## src/rtl/audio_pkg.sv

```systemverilog
// Shared types and constants for the codec capture path.
// Included by the synchronizer and the capture top.
package audio_pkg;

  localparam int DATA_W_DEF = 16;
  localparam int ADDR_BITS  = 20;

  typedef enum logic [2:0] {
    S_IDLE,
    S_ARM,
    S_LEFT,
    S_RIGHT,
    S_WRITE,
    S_TAIL
  } state_t;

  typedef struct packed {
    logic q;
    logic rise;
    logic fall;
  } edge_t;

endpackage

```

## src/rtl/sync_edge.sv

```systemverilog
// Two-flop synchronizer plus edge detect for one codec line.
// q is the synchronized level; rise/fall compare it to a delayed copy.
module sync_edge
  import audio_pkg::*;
(
  input  logic  clk,
  input  logic  rst,
  input  logic  d,
  output edge_t e
);

  logic [2:0] sh_q;
  logic [2:0] sh_d;

  always_comb begin
    sh_d = {sh_q[1:0], d};
  end

  always_ff @(posedge clk) begin
    if (rst) begin
      sh_q <= '0;
    end else begin
      sh_q <= sh_d;
    end
  end

  assign e = {sh_q[1],
              sh_q[1] & ~sh_q[2],
              ~sh_q[1] & sh_q[2]};

endmodule

```

## src/rtl/audio_capture.sv

```systemverilog
// I2S stereo capture into a linear memory, one write per L/R pair.
// All codec lines are resynchronized into Clk before use.
module audio_capture
  import audio_pkg::*;
#(
  parameter int                   DATA_W   = DATA_W_DEF,
  parameter logic [ADDR_BITS-1:0] ADDR_MAX = 20'hFFFFF,
  parameter logic                 WRAP     = 1'b0
) (
  input  logic                  Clk,
  input  logic                  Reset,
  input  logic                  AUD_BCLK,
  input  logic                  AUD_ADCLRCK,
  input  logic                  AUD_ADCDAT,
  input  logic                  start,
  input  logic                  stop,
  output logic [DATA_W-1:0]     LDATA,
  output logic [DATA_W-1:0]     RDATA,
  output logic                  sample_valid,
  output logic                  WE,
  output logic [ADDR_BITS-1:0]  ADDR_W,
  output logic [2*DATA_W-1:0]   Data_In,
  output logic                  busy,
  output logic                  full
);

  localparam logic [DATA_W:0] P_SKIP = {1'b1, {DATA_W{1'b0}}};
  localparam logic [DATA_W:0] P_MSB  = P_SKIP >> 1;

  edge_t bc_e;
  edge_t lr_e;
  edge_t dat_e;
  logic  dat_unused;

  sync_edge u_bclk (.clk(Clk), .rst(Reset), .d(AUD_BCLK),    .e(bc_e));
  sync_edge u_lrck (.clk(Clk), .rst(Reset), .d(AUD_ADCLRCK), .e(lr_e));
  sync_edge u_dat  (.clk(Clk), .rst(Reset), .d(AUD_ADCDAT),  .e(dat_e));

  assign dat_unused = dat_e.rise | dat_e.fall;

  state_t               state_q, state_d;
  logic [DATA_W-1:0]    lsh_q, lsh_d;
  logic [DATA_W-1:0]    rsh_q, rsh_d;
  logic [DATA_W:0]      pos_q, pos_d;
  logic                 cls_q, cls_d;
  logic [DATA_W-1:0]    ldata_q, ldata_d;
  logic [DATA_W-1:0]    rdata_q, rdata_d;
  logic [2*DATA_W-1:0]  din_q, din_d;
  logic [ADDR_BITS-1:0] addr_q, addr_d;
  logic                 we_q, we_d;
  logic                 sv_q, sv_d;
  logic                 busy_q, busy_d;
  logic                 full_q, full_d;

  logic [DATA_W:0]      pos_init;
  logic [DATA_W-1:0]    dmask;

  // pos is a one-hot bit slot: top bit is the I2S delay slot, then MSB..LSB
  assign pos_init = bc_e.rise ? P_MSB : P_SKIP;
  assign dmask    = {DATA_W{dat_e.q}} & pos_q[DATA_W-1:0];

  always_comb begin
    state_d = state_q;
    lsh_d   = lsh_q;
    rsh_d   = rsh_q;
    pos_d   = pos_q;
    cls_d   = cls_q;
    ldata_d = ldata_q;
    rdata_d = rdata_q;
    din_d   = din_q;
    addr_d  = addr_q;
    full_d  = full_q;
    we_d    = 1'b0;
    sv_d    = 1'b0;
    busy_d  = 1'b0;
    unique case (state_q)
      S_IDLE: begin
        if (start && !full_q) state_d = S_ARM;
      end
      S_ARM: begin
        if (lr_e.fall) begin
          state_d = S_LEFT;
          lsh_d   = '0;
          pos_d   = pos_init;
        end
      end
      S_LEFT: begin
        if (lr_e.rise) begin
          state_d = S_RIGHT;
          rsh_d   = '0;
          pos_d   = pos_init;
        end else if (bc_e.rise) begin
          lsh_d = lsh_q | dmask;
          pos_d = pos_q >> 1;
        end
      end
      S_RIGHT: begin
        if (lr_e.fall) begin
          state_d = S_WRITE;
          cls_d   = 1'b1;
          lsh_d   = '0;
          pos_d   = pos_init;
        end else if (bc_e.rise) begin
          rsh_d = rsh_q | dmask;
          pos_d = pos_q >> 1;
          if (pos_q[0]) begin
            state_d = S_WRITE;
            cls_d   = 1'b0;
          end
        end
      end
      S_WRITE: begin
        if (addr_q == ADDR_MAX) begin
          addr_d = WRAP ? '0 : addr_q;
        end else begin
          addr_d = addr_q + 1'b1;
        end
        if (addr_q == ADDR_MAX && !WRAP) begin
          full_d  = 1'b1;
          state_d = S_IDLE;
        end else if (cls_q) begin
          state_d = S_LEFT;
          if (bc_e.rise) begin
            lsh_d = lsh_q | dmask;
            pos_d = pos_q >> 1;
          end
        end else if (lr_e.fall) begin
          state_d = S_LEFT;
          lsh_d   = '0;
          pos_d   = pos_init;
        end else begin
          state_d = S_TAIL;
        end
      end
      S_TAIL: begin
        if (lr_e.fall) begin
          state_d = S_LEFT;
          lsh_d   = '0;
          pos_d   = pos_init;
        end
      end
      default: state_d = S_IDLE;
    endcase
    if (stop) state_d = S_IDLE;
    if (state_d == S_WRITE) begin
      we_d    = 1'b1;
      sv_d    = 1'b1;
      ldata_d = lsh_q;
      rdata_d = rsh_d;
      din_d   = {lsh_q, rsh_d};
    end
    busy_d = (state_d != S_IDLE);
  end

  always_ff @(posedge Clk) begin
    if (Reset) begin
      state_q <= S_IDLE;
      lsh_q   <= '0;
      rsh_q   <= '0;
      pos_q   <= '0;
      cls_q   <= 1'b0;
      ldata_q <= '0;
      rdata_q <= '0;
      din_q   <= '0;
      addr_q  <= '0;
      we_q    <= 1'b0;
      sv_q    <= 1'b0;
      busy_q  <= 1'b0;
      full_q  <= 1'b0;
    end else begin
      state_q <= state_d;
      lsh_q   <= lsh_d;
      rsh_q   <= rsh_d;
      pos_q   <= pos_d;
      cls_q   <= cls_d;
      ldata_q <= ldata_d;
      rdata_q <= rdata_d;
      din_q   <= din_d;
      addr_q  <= addr_d;
      we_q    <= we_d;
      sv_q    <= sv_d;
      busy_q  <= busy_d;
      full_q  <= full_d;
    end
  end

  assign LDATA        = ldata_q;
  assign RDATA        = rdata_q;
  assign Data_In      = din_q;
  assign ADDR_W       = addr_q;
  assign WE           = we_q;
  assign sample_valid = sv_q;
  assign busy         = busy_q;
  assign full         = full_q;

endmodule

```

## config.mk

```make
export PLATFORM = sky130hd
export DESIGN_NAME = audio_capture
export DESIGN_NICKNAME = d
export VERILOG_FILES = /design/src/rtl/audio_pkg.sv /design/src/rtl/sync_edge.sv /design/src/rtl/audio_capture.sv
export SDC_FILE = /design/constraint.sdc
export NUM_CORES = 1
export LEC_CHECK = 0
export CORE_UTILIZATION = 47
export CTS_CLUSTER_DIAMETER = 40
export DETAILED_ROUTE_END_ITERATION = 8
export GPL_TIMING_DRIVEN = 0
export HOLD_SLACK_MARGIN = 0.1
export PLACE_DENSITY = 0.76
export SKIP_LAST_GASP = 1
export SLEW_MARGIN = 15
export SYNTH_ARGS = -nofsm -noshare
export SYNTH_HDL_FRONTEND = slang
export SYNTH_HIERARCHICAL = 1
export SYNTH_SLANG_ARGS = --single-unit
```

## constraint.sdc

```tcl
create_clock -name Clk -period 2.2 [get_ports Clk]
set_clock_uncertainty 0.15 [all_clocks]
set_input_delay 0.66 -clock Clk [delete_from_list [all_inputs] [get_ports Clk]]
set_output_delay 0.66 -clock Clk [all_outputs]
set_load 0.02 [all_outputs]
```

---- After elaboration in Yosys (flattened, before gate mapping) ----
Index checks and enable logic that the tools add are counted.
word-level totals
  register bits after elaboration ......... 148
  input bits .............................. 7
  output and inout port bits .............. 88
  logic and storage cells ................. 83
cells by class
  $add $sub $neg .......................... 1
  equal/unequal tests ..................... 9
  mux-type cells .......................... 33
  bitwise logic cells ..................... 10
  reductions and logical operators ........ 15
operators with widths
  kind                     number
  $mux W16                 8
  $mux W17                 7
  $pmux W17 S4             1
  $pmux W16 S3             1
  $or A16 B16 Y16          2
  $pmux W16 S2             1
  $mux W3                  10
  $add A20 B1 Y20 const B  1
  $eq A20 B20 Y1 const B   1
  $and A16 B16 Y16         1
  $pmux W3 S5              1
  $eq A3 B3 Y1 const B     3
  $eq A3 B2 Y1 const B     2
  $reduce_and A2 Y1        3
  $reduce_and A3 Y1        2
  $reduce_bool A3 Y1       2
  $mux W1                  4
  $ne A2 B2 Y1 const B     2
  $not A1 Y1               4
  $reduce_bool A2 Y1       2
  $reduce_bool A4 Y1       1
  $and A1 B1 Y1            3
  $eq A3 B1 Y1 const B     1
  $logic_not A3 Y1         1
  other kinds (4)          4

---- Depth between registers and ports, before layout ----
  word-level depth ........................ 9
  gate-level depth with buffers ........... 9
  mapped depth without buffers ............ 6

---- Cells and area by module ----
Netlist, hierarchy kept.
by module, submodules not included
  module         instances  cells an instance  area an instance (sq um)  seq. area each (sq um)
  audio_capture  1          549                4865.9                    2162.1
  sync_edge      3          9                  98.8                      60.1

---- Worst setup path before layout ----
No wires, ideal clock.
  path kind ............................... register to register
  start ................................... register addr_q[0] (netlist: ADDR_W[0])
  end ..................................... register addr_q[3] (netlist: ADDR_W[3])
  library setup time ...................... 0.121 ns
  arrival time ............................ 2.075 ns
  data required time ...................... 1.929 ns
  path slack .............................. -0.145 ns
  cell stages (with the launch flop) ...... 7
  buffers on the path ..................... 0
  period minus slack after synthesis ...... 2.345 ns
  cells stage by stage .................... dfxtp_1 > ha_1 > nand3_1 > nor3_1 > a21oi_2 > nand4_1 > mux2_2
between the ends
  longest elaborated chain between the ends .. 3
  elaborated cells between the ends (all ways) .. 4
  those cells by class .................... 1 x add/sub; 1 x eq/ne; 1 x bitwise; 1 x reduce/logical
ends and longest elaborated chain
  item                                                     RTL line              source
  from (decl)                                              audio_capture.sv:49   logic [ADDR_BITS-1:0] addr_q, addr_d;
  from (signal assigned)                                   audio_capture.sv:179  addr_q <= addr_d;
  branches (longest 3 deep; another with $add A20 B1 Y20)  -
Parallel ways; which one is timed is not known.
A chain may end at the register's enable or synchronous reset.

==> key figures <==
Outcome
  – Status: complete, but fails checks
  – Failing checks: setup timing

STA
  – Final Hold Fails: 0
  – Worst slew pin tran: 0.5666 ns
  – Max-slew headroom: 0.6125
  – Hold WS: 0.2890 ns
  – Final min period: 2.264 ns
  – Slew Viols, Final: 0
  – RSZ-0062 raised after global routing: true
  – Final Cycle Share: 1.029
  – F_max: 441.8 MHz
  – Worst setup slack after layout: -0.06368 ns
  – Final setup viols: 11

Power
  – PwrDens: 726.4 nW/um2
  – Lkg Pwr: 3.123 nW
  – Worst vdd ir: 0.4097 mV

Global routing
  – First-pass GRT wire length: 19.95 mm
  – Initial antenna violation count: 0
  – Vias in the first global route: 4157
  – Grt total ovfl: 0
  – GRT Resource Usage Total: 0.2233
  – Largest net degree at the start of global routing: 17

Die
  – Core Region: 10420 um2
  – Num rows: 37
  – Die ar.: 11280 um2
  – Initial Util: 0.4898
  – Die width: 106.2 um
  – Die Y: 106.2 um
  – IO Count: 95

Critical path
  – Crit Path Class: flop to flop
  – Slowest CP cell: or4_4
  – CP Launch Type: flop
  – CP Capture Type: flop
  – CP Data Required Time: 2.45 ns
  – CP peak stage delay: 0.53 ns
  – CP Max Fanout: 5
  – Critical path, cell by cell: nor2b_4, a21o_4, a21oi_2, o22a_1, or4_4, buf_6, buf_8, mux2_2
  – CP arrival: 2.52 ns

Yosys
  – Synthesized Nets: 577
  – Mapped cell area: 5102 um2
  – Synth Instances: 569
  – Synth Area per Inst: 8.967 um2
  – Synth warn: 6

Finish
  – Filler Cell Count: 830
  – NumNets Final: 700
  – Post-layout util: 0.6747
  – Layout cell share with drive strength beyond 1: 0.2142
  – Multi-input logic area: 2449 um2
  – Area Overhead vs Synth: 37.74%
  – Number of diodes: 0
  – Register area: 2338 um2
  – Most common cell after layout, fill and taps aside: dfxtp_1
  – Non-Filler Instances: 841
  – Most frequent cells in the layout: 105 x dfxtp_1, 89 x dlygate4sd2_1, 65 x nand2_1, 59 x nor2_1, 44 x buf_4

Detailed routing
  – DR vias: 4535
  – DRC viols: 0
  – Drt first-iter violations: 414
  – Initial DRT Pass Iterations: 6
  – Number of routed nets with antenna violations: 0
  – Routed WL: 12.58 mm
  – WL/cell: 14.96 um
  – Mean number of vias per cell: 5.392

Run
  – Max-Cap Viols: 0

CTS
  – CTS tree: yes
  – CTS Buffer Depth: 2
  – Clock buffer count from CTS: 17
  – Hold Buf Count CTS: 0
  – CTS Root Cell: clkbuf_8
  – Clock Sink Count: 116
  – Clock-pin slew on the worst setup and hold paths: 0.06 ns
  – Clock Latency Late Sink: 0.52 ns
  – H-tree depth reported by CTS: 4

Place
  – Port bufs: 94
  – GP Congestion: 0.8667
  – Pre-CTS setup slack: -0.9973 ns
  – Dpl cells: 799
  – Hpwl dp: 8.379 mm

Worst hold path
  – Hold Crit Class: flop to flop
==> timing repair <==
action                     CTS  global route
pin swaps                    4             5
gates cloned                 2             0
buffers inserted            11             2
setup endpoints to repair  189            56
gates resized for setup    125            27
==> flip-flops by register name, summed over array words and instances, names as in the netlist <==
signal,cells
rsh_q,16
LDATA,16
u_dat/sh_q,2
sample_valid,1
full,1
u_lrck/sh_q,3
busy,1
ADDR_W,20
Data_In,1
pos_q,17
RDATA,15
u_bclk/sh_q,3
cls_q,1
lsh_q,16
state_q,3
==> path summary, 6_finish.rpt <==
check / from / to / slack, ns / cells after the start
worst max-delay path: u_lrck/sh_q[2]$_SDFF_PP0_ / RDATA[5]$_SDFFE_PP0N_ / -0.06 / 8
worst min register to register: u_dat/sh_q[0]$_SDFF_PP0_ / u_dat/sh_q[1]$_SDFF_PP0_ / 0.29 / 1
worst max register to register: u_lrck/sh_q[2]$_SDFF_PP0_ / RDATA[5]$_SDFFE_PP0N_ / -0.06 / 8
worst min-delay path: u_dat/sh_q[0]$_SDFF_PP0_ / u_dat/sh_q[1]$_SDFF_PP0_ / 0.29 / 1
==> critical path, delay by kind of cell, from the launching register on <==
family / cells / cell delay (ns)
AOI/OAI and AO/OA: 3 / 0.40
DFF: 1 / 0.32
muxes: 1 / 0.27
and+or+nand+nor: 2 / 0.73
buffers and inverters: 2 / 0.29
==> per-layer routing <==
metal / global-route usage / part of all wire
met5: 0 / 0
met4: 0.08631 / 0.014
met3: 0.05947 / 0.078
met2: 0.3506 / 0.46
met1: 0.2919 / 0.45
==> stage by stage <==
step	power (mW)	area (um2)	TNS, ns
after floorplan	2.258	5141	-0.2203
after global placement	2.300	6252	-65.79
after detailed placement	2.305	6252	-72.47
after CTS	5.123	6994	-2.298
after global routing	5.254	7028	-1.591
final	5.105	7028	-0.5458
==> final cells by class <==
class                      instances  area share
buffer                            67     0.06356
clock buffer                      22     0.06730
clock inverter                    10     0.02065
inverter                           8    0.004273
multi-input combinational        374      0.3484
sequential                       116      0.3327
tap                              136     0.02421
timing repair buffer             108      0.1389
==> power by group <==
part           switching [mW]  internal (mW)
clock                   0.979           1.85
combinational           0.105         0.0525
sequential            0.00664           2.11
total                    1.09           4.02
No activity file was read; power rests on OpenSTA's default activity.
